## config.mk

```make
export PLATFORM = sky130hd
export DESIGN_NAME = truth_table_capture
export DESIGN_NICKNAME = d
export VERILOG_FILES = /design/src/rtl/truth_table_capture.sv
export SDC_FILE = /design/constraint.sdc
export NUM_CORES = 1
export LEC_CHECK = 0
export BUFFER_PORTS_ARGS = -buffer_cell sky130_fd_sc_hd__buf_2
export CAP_MARGIN = 30
export CORE_UTILIZATION = 59
export CTS_BUF_LIST = sky130_fd_sc_hd__clkbuf_4
export DETAILED_ROUTE_END_ITERATION = 6
export HOLD_SLACK_MARGIN = 0.03
export PLACE_DENSITY = 0.87
export SLEW_MARGIN = 20
export SYNTH_ARGS = -nofsm -noshare
export SYNTH_HDL_FRONTEND = slang
export SYNTH_SLANG_ARGS = --single-unit
```

## constraint.sdc

```tcl
create_clock -name clk -period 8.2 [get_ports clk]
set_input_delay 0.82 -clock clk [delete_from_list [all_inputs] [get_ports clk]]
set_output_delay 0.82 -clock clk [all_outputs]
set_load 0.02 [all_outputs]
```

## src/rtl/truth_table_capture.sv

```systemverilog
// Truth-table capture engine: sweeps {w,x,y,z} through all 16 rows, samples
// NUM_FUNCS outputs per row after a settle delay, then streams one minterm mask per function.
module truth_table_capture #(
    parameter int NUM_FUNCS     = 10,
    parameter int SETTLE_CYCLES = 5
) (
    input  logic                 clk,
    input  logic                 rst,
    input  logic                 start,
    output logic                 w,
    output logic                 x,
    output logic                 y,
    output logic                 z,
    input  logic [NUM_FUNCS-1:0] f_in,
    output logic                 busy,
    output logic                 done,
    output logic                 out_valid,
    input  logic                 out_ready,
    output logic [3:0]           out_idx,
    output logic [15:0]          out_mask,
    output logic [4:0]           out_ones
);

    localparam int              CW            = (SETTLE_CYCLES > 1) ? $clog2(SETTLE_CYCLES) : 1;
    localparam logic [CW-1:0]   SETTLE_RELOAD = CW'(SETTLE_CYCLES - 1);
    localparam logic [3:0]      LAST_IDX      = 4'(NUM_FUNCS - 1);

    typedef enum logic [1:0] {IDLE, SETTLE, DUMP, DONE} state_t;

    state_t        state;
    logic [3:0]    row;
    logic [CW-1:0] cnt;
    // Sized for the full 4-bit index; entries at or above NUM_FUNCS stay zero.
    logic [15:0]   masks [16];

    logic [15:0]   first_mask;
    logic [3:0]    next_idx;
    logic [15:0]   next_mask;

    function automatic logic [4:0] popcount(input logic [15:0] v);
        logic [4:0] n;
        n = '0;
        for (int i = 0; i < 16; i++) n += 5'(v[i]);
        return n;
    endfunction

    assign {w, x, y, z} = row;

    // Record 0 must include row 15, which is written on the same edge it is presented.
    assign first_mask = {f_in[0], masks[0][14:0]};
    assign next_idx   = out_idx + 4'd1;
    assign next_mask  = masks[next_idx];

    // NOTE: sequential state uses non-blocking assignments so every register
    // samples pre-edge values, independent of statement order.
    always_ff @(posedge clk or posedge rst) begin
        if (rst) begin
            state     <= IDLE;
            row       <= '0;
            cnt       <= '0;
            busy      <= 1'b0;
            done      <= 1'b0;
            out_valid <= 1'b0;
            out_idx   <= '0;
            out_mask  <= '0;
            out_ones  <= '0;
            // NOTE: the mask store is reset explicitly so an aborted sweep
            // can never leak stale bits into a later result.
            for (int k = 0; k < 16; k++) masks[k] <= '0;
        end else begin
            case (state)
                IDLE: begin
                    done <= 1'b0;
                    if (start) begin
                        row   <= '0;
                        cnt   <= SETTLE_RELOAD;
                        busy  <= 1'b1;
                        state <= SETTLE;
                    end
                end

                SETTLE: begin
                    if (cnt == '0) begin
                        for (int k = 0; k < NUM_FUNCS; k++) masks[k][row] <= f_in[k];
                        if (row != 4'hF) begin
                            row <= row + 4'd1;
                            cnt <= SETTLE_RELOAD;
                        end else begin
                            out_idx   <= '0;
                            out_valid <= 1'b1;
                            out_mask  <= first_mask;
                            out_ones  <= popcount(first_mask);
                            state     <= DUMP;
                        end
                    end else begin
                        cnt <= cnt - CW'(1);
                    end
                end

                DUMP: begin
                    if (out_ready) begin
                        if (out_idx == LAST_IDX) begin
                            out_valid <= 1'b0;
                            out_idx   <= '0;
                            out_mask  <= '0;
                            out_ones  <= '0;
                            row       <= '0;
                            busy      <= 1'b0;
                            done      <= 1'b1;
                            state     <= DONE;
                        end else begin
                            out_idx  <= next_idx;
                            out_mask <= next_mask;
                            out_ones <= popcount(next_mask);
                        end
                    end
                end

                DONE: begin
                    done  <= 1'b0;
                    state <= IDLE;
                end

                default: state <= IDLE;
            endcase
        end
    end

endmodule

```

## Word level (Yosys, flattened, before mapping)

Cells that the tools add are included.

| operators by class | value |
|---|---|
| eq/ne operators | 12 |
| $lt $le $gt $ge | 3 |
| reduce and logical (&&, ||, !) cells | 17 |
| $add $sub $neg | 33 |
| bitwise logic cells | 1 |
| muxes and demuxes | 56 |

Operator list:

| cell | count |
|---|---|
| $bwmux 16 | 10 |
| $add 5x1->5 | 22 |
| $mux 16 | 6 |
| $bmux 16 s4 | 1 |
| $mux 4 | 9 |
| $pmux 16 s2 | 1 |
| $mux 5 | 4 |
| $ne 2x2->1 const B | 6 |
| $pmux 4 s3 | 1 |
| $add 4x1->5 | 2 |
| $mux 2 | 5 |
| $pmux 5 s2 | 1 |
| $reduce_and 5->1 | 2 |
| $mux 3 | 3 |
| $add 3x1->4 | 2 |
| $add 4x1->4 const B | 2 |
| $mux 1 | 8 |
| $pmux 2 s4 | 1 |
| $pmux 4 s2 | 1 |
| $reduce_and 4->1 | 2 |
| $reduce_bool 2->1 | 4 |
| $add 2x1->3 | 2 |
| $pmux 1 s2 | 3 |
| $pmux 3 s2 | 1 |
| 20 further kinds | 23 |

| word-level totals | value |
|---|---|
| output and inout bits | 32 |
| flip-flop bits (word level) | 197 |
| bits of input ports | 14 |
| word-level logic and storage cells | 141 |

## Depth between registers and ports, before layout

| depth | value |
|---|---|
| depth in word-level cells | 23 |
| depth in mapped cells | 20 |
| depth with buffers taken out | 19 |

## Worst setup path before layout

OpenSTA, ideal clock, no wires.

| path | value |
|---|---|
| path kind | reg-to-reg |
| from | reg out_idx[1] |
| to | reg out_ones[4] |
| arrival | 4.907 ns |
| setup slack | 3.157 ns |
| cell stages (with the launch flop) | 18 |
| data required time | 8.064 ns |
| library setup time | 0.136 ns |
| clock period less this slack | 5.043 ns |
| path buffers | 1 |
| cell sequence | dfrtp_1 inv_1 ha_1 buf_2 mux4_2 mux2i_1 o22a_1 fa_1 fa_1 fa_1 fa_1 inv_1 ha_1 fa_1 a21oi_1 nor3b_1 a31oi_1 o21ai_0 |

| between the ends | value |
|---|---|
| longest elaborated chain between the ends | 23 |
| elaborated cells between the ends (all ways) | 24 |
| those cells by class | 16 x add/sub; 1 x eq/ne; 6 x mux; 1 x bitwise |

RTL lines:

| what | line | RTL |
|---|---|---|
| start, declared | 19 | `output logic [3:0] out_idx,` |
| start signal, assigned | 112 | `out_idx <= next_idx;` |
| $add 4x1->4 | 51 | `assign next_idx = out_idx + 4'd1;` |
| $not 4->5 (implied by the code) | 52 | `assign next_mask = masks[next_idx];` |
| $bmux 16 s4 | 52 |  |
| $mux 16 (implied by the code) (2 in series) | 52 |  |
| $add 1x1->2 | 43 | `for (int i = 0; i < 16; i++) n += 5'(v[i]);` |
| $add 2x1->3 | 43 |  |
| $add 3x1->4 | 43 |  |
| $add 4x1->5 | 43 |  |
| $add 5x1->5 (11 in series) | 43 |  |
| $mux 5 (*) | 102 | `if (out_idx == LAST_IDX) begin` |
| $mux 5 (*) | 101 | `if (out_ready) begin` |
| $pmux 5 s2 (*) | 71 | `case (state)` |
| end signal, assigned | 92 | `out_ones <= popcount(first_mask);` |
| end signal, assigned | 114 | `out_ones <= popcount(next_mask);` |
| end, declared | 21 | `output logic [4:0] out_ones` |

Mark *: on every way between the ends. The rest lies on a longest branch, timed or not. The select of a mux whose other input is x is not followed.
A chain may end at the register's enable or synchronous reset.

## Final worst setup path

Ends and elaborated chain as after synthesis.

==> impl_summary.log <==
[metrics] number of gates resized after cts: 0
[metrics] multi-input logic area: 4778 um2
[metrics] clock network fraction of total power: 0.117
[metrics] Gate power share: 0.635
[metrics] routed length per instance: 21.22 um
[metrics] Tightest Pin Transition: 0.9599 ns
[metrics] Netlist Area Pre-Place: 10120 um2
[metrics] register bit total from synthesis: 197
[metrics] hold buffers post-CTS: 0
[metrics] switching power of the nets: 2.102 mW
[metrics] final antenna-violating net count: 0
[metrics] Final Worst Setup Slack: 2.384 ns
[metrics] worst slack at placement: 2.408 ns
[metrics] full die area: 17690 um2
[metrics] leakage power figure: 4.738 nW
[metrics] initial antenna violation count: 1
[metrics] Worst setup SP type: flop
[metrics] synthesized instance count: 760
[metrics] layout cell share with drive strength beyond 1: 0.3124
[metrics] sequential fraction of the synthesis area: 0.4870
[metrics] Cell Int Power: 2.643 mW
[metrics] parity-gate share of the synthesized area counting xor and xnor cells: 0.007786
[metrics] net switching share of the total power: 0.4430
[metrics] clock slew seen by the registers of the worst setup and hold paths: 0.15 ns
[metrics] buffer type at the clock tree root: clkbuf_4
[metrics] core outline area: 16640 um2
[metrics] power density relative to cell area: 440.7 nW/um2
[metrics] number of hold violations in the final report: 0
[metrics] clk buf depth: 2
[metrics] top flip-flop cell by instance count after synthesis: dfrtp_1
[metrics] H-tree levels: 4
[metrics] area growth from synthesis to final layout: 6.378%
[metrics] area used by sequential logic in the layout: 4931 um2
[metrics] post-detailed-route DRC marker count: 0
[metrics] number of rows in the core area: 47
[metrics] Post-Synthesis Net Count: 814
[metrics] kind of critical path: flop to flop
[metrics] area fraction in and, or, nand and nor cells after synthesis: 0.04610
[metrics] width of the chip: 133.0 um
[metrics] clock latency reported for the late side of the worst-skew pair: 0.59 ns
[metrics] global-route wire length before repair: 36.01 mm
[metrics] maximum number of pins on one net before global-route repair: 138
[metrics] worst path required time: 8.68 ns
[metrics] maximum clock frequency: 0.1719 GHz
[metrics] EDFF count, synth: 0
[metrics] routability congestion estimate: 0.8650
[metrics] aggregate global-route resource usage: 0.2667
[metrics] peak supply drop: 0.7610 mV
[metrics] post-route standard cell area excluding fillers: 10770 um2
[metrics] drt first pass iters: 5
[metrics] Slew HR: 0.3577
[metrics] final clock period utilization by the worst path: 0.7093
[metrics] number of buffers created by CTS: 17
[metrics] floorplan die height: 133.0 um
[metrics] largest family of logic cells by synthesized area: multiplexers
[metrics] number of primary I/O pins: 46
[metrics] distinct cell type count after synthesis: 53
[metrics] via count: 6358
[metrics] number of design-rule violations left by the first detailed-router iteration: 589
[metrics] Async S/R FF share, synth: 1.000
[metrics] Placement Cell Area: 10400 um2
[metrics] number of nets at the end of the flow: 839
[metrics] hpwl dp: 15.09 mm
[metrics] Setup Buffers After CTS: 0
[metrics] unrepaired setup endpoints after global routing: no
[metrics] hold slack final: 0.2444 ns
[metrics] final setup violation count: 0
[metrics] Congestion Overflow GR: 0
[metrics] Max Cap Violations: 0
[metrics] complex-gate fraction of the synthesized area: 0.07663
[metrics] result of the run: finished clean
[metrics] count of input and output buffers: 45
[metrics] arithmetic-cell share of the synthesized area counting full adders, half adders and majority gates: 0.06427
[metrics] share of cell area taken by muxes after synthesis: 0.2766
[metrics] biggest fanout along the worst timing path: 20
[metrics] setup skew after layout: 0.02304 ns
[metrics] post-detailed-route via-to-cell ratio: 6.246
[metrics] nature of the critical path endpoint: flop
[metrics] total length of routed wires: 21.61 mm
[metrics] count of synthesis-stage warnings from yosys: 96
[metrics] Tightest Hold Check Type: input port to async pin
[metrics] number of pins exceeding their max-slew limit in the final report: 0
[metrics] part of the power in registers: 0.249
[metrics] vias in the first global route: 6582
[metrics] TritonCTS clock tree: done
[metrics] data arrival time at the worst-slack endpoint: 6.29 ns
[metrics] min cycle time layout: 5.816 ns
[metrics] number of clock sinks: 197
[metrics] fill cell total of the finished layout: 1207
[metrics] Post-Syn Area per Cell: 13.32 um2
[metrics] Total Negative Setup Slacks: 0 ns
[metrics] starting utilization of the core area: 0.6083
==> logic make-up after synthesis <==
family                     after synthesis
and+or+nand+nor                         95
adders and majority gates               40
buffers and inverters                   89
muxes                                  220
DFF                                    197
xor gates and xnor gates                 6
AOI/OAI and AO/OA                      113
==> per-stage QoR <==
step                      power, mW  instances    util
after floorplan               3.507        760       -
after global placement        3.983        980  0.6248
after detailed placement      4.176        980  0.6248
after CTS                     4.735       1011  0.6430
after global routing          5.156       1018  0.6471
final                         4.746       1018  0.6471
==> final cells by class <==
cell class              count  share of cell area
flip-flops and latches    197              0.4579
multi-input cells         474              0.4437
repair buffers             55             0.02974
well taps                 220             0.02556
clock inverters            12             0.01499
inverters                  40             0.01464
clock buffers              19             0.01325
diodes                      1           0.0002324
==> cell usage in the layout, fill, tap and decap left out, drive strengths merged, types with 4 or more instances in the layout <==
master  instances
a21oi          30
a31oi           4
nand2          27
fa             20
clkinv          5
nor2           38
o22a           26
mux4           32
o22ai          10
buf            55
o21ai          25
inv            40
bufinv          4
ha             20
mux2i          30
mux2          158
clkbuf         19
nand2b          6
dfrtp         197
nand3           9
==> flip-flops by register name, indices dropped and copies added, names as in the netlist <==
name,count
done,1
masks,145
state,2
busy,1
row,4
out_idx,4
cnt,3
out_valid,1
out_mask,16
out_ones,5
first_mask,15
==> worst max-delay path, cell delays in order, from the launching register on <==
cell and delay (ns):
dfrtp_1 0.47, inv_1 0.09, ha_2 0.69, buf_4 0.44, mux4_2 0.54, mux2i_1 0.23, o22a_1 0.19, fa_1 0.42
fa_1 0.56, fa_1 0.45, fa_1 0.49, inv_1 0.04, ha_1 0.20, fa_1 0.42, a21oi_1 0.16, nor3b_1 0.07
a31oi_1 0.14, o21ai_0 0.08
==> power by group through the flow <==
stage               Clock (mW)  Sequential, mW  Combinational, mW
floorplan                    0            1.26               2.25
global placement             0            1.19               2.79
detailed placement           0            1.20               2.98
CTS                      0.564            1.18               2.99
global route             0.599            1.19               3.36
finish                   0.554            1.18               3.01
==> cell usage after synthesis (all sizes together), types with 2 or more instances <==
master,instances,area [um2]
o21ai,25,128.9
fa,20,400.4
nand3b,2,15.01
a22oi,2,15.01
dfrtp,197,4930
nand2,27,106.4
nand3,9,45.04
xor2,3,33.79
nor2,38,155.2
ha,20,250.2
o22a,26,227.7
a21oi,30,172.7
nor2b,2,12.51
mux2,158,1779
mux4,32,720.7
and3,2,12.51
a31oi,4,25.02
a21o,3,22.52
xnor2,3,45.05
o31ai,3,22.52
o22ai,10,62.56
buf,32,207.7
nand2b,6,37.54
mux2i,30,300.3
a2bb2oi,2,17.52
and2,2,12.51
nor3b,2,20.02
clkbuf,17,63.81
a21boi,2,15.02
inv,40,150.1
==> routing by layer <==
layer  vias to the layer above  share of wire  routed length, um  GRT usage
met5                         -              0                  0          0
li1                       2777              -                  -          -
met2                       217           0.48              10450     0.4188
met1                      3333           0.44               9615     0.3727
met4                         0          0.016                339    0.08685
met3                        31          0.056               1202    0.05709
==> path summary, 6_finish.rpt <==
check	start	to	slack, ns	depth (start not counted)
setup / recovery	out_idx[1]	out_ones[4]	2.38	17
hold / removal	rst	state[0]	0.24	2
setup reg to reg	out_idx[1]	out_ones[4]	2.38	17
hold reg to reg	masks[255]	masks[255]	0.50	1
max in group asynchronous	rst	masks[134]	6.82	3
min in group clk	masks[255]	masks[255]	0.50	1
Power figures use the tool's default switching activity.
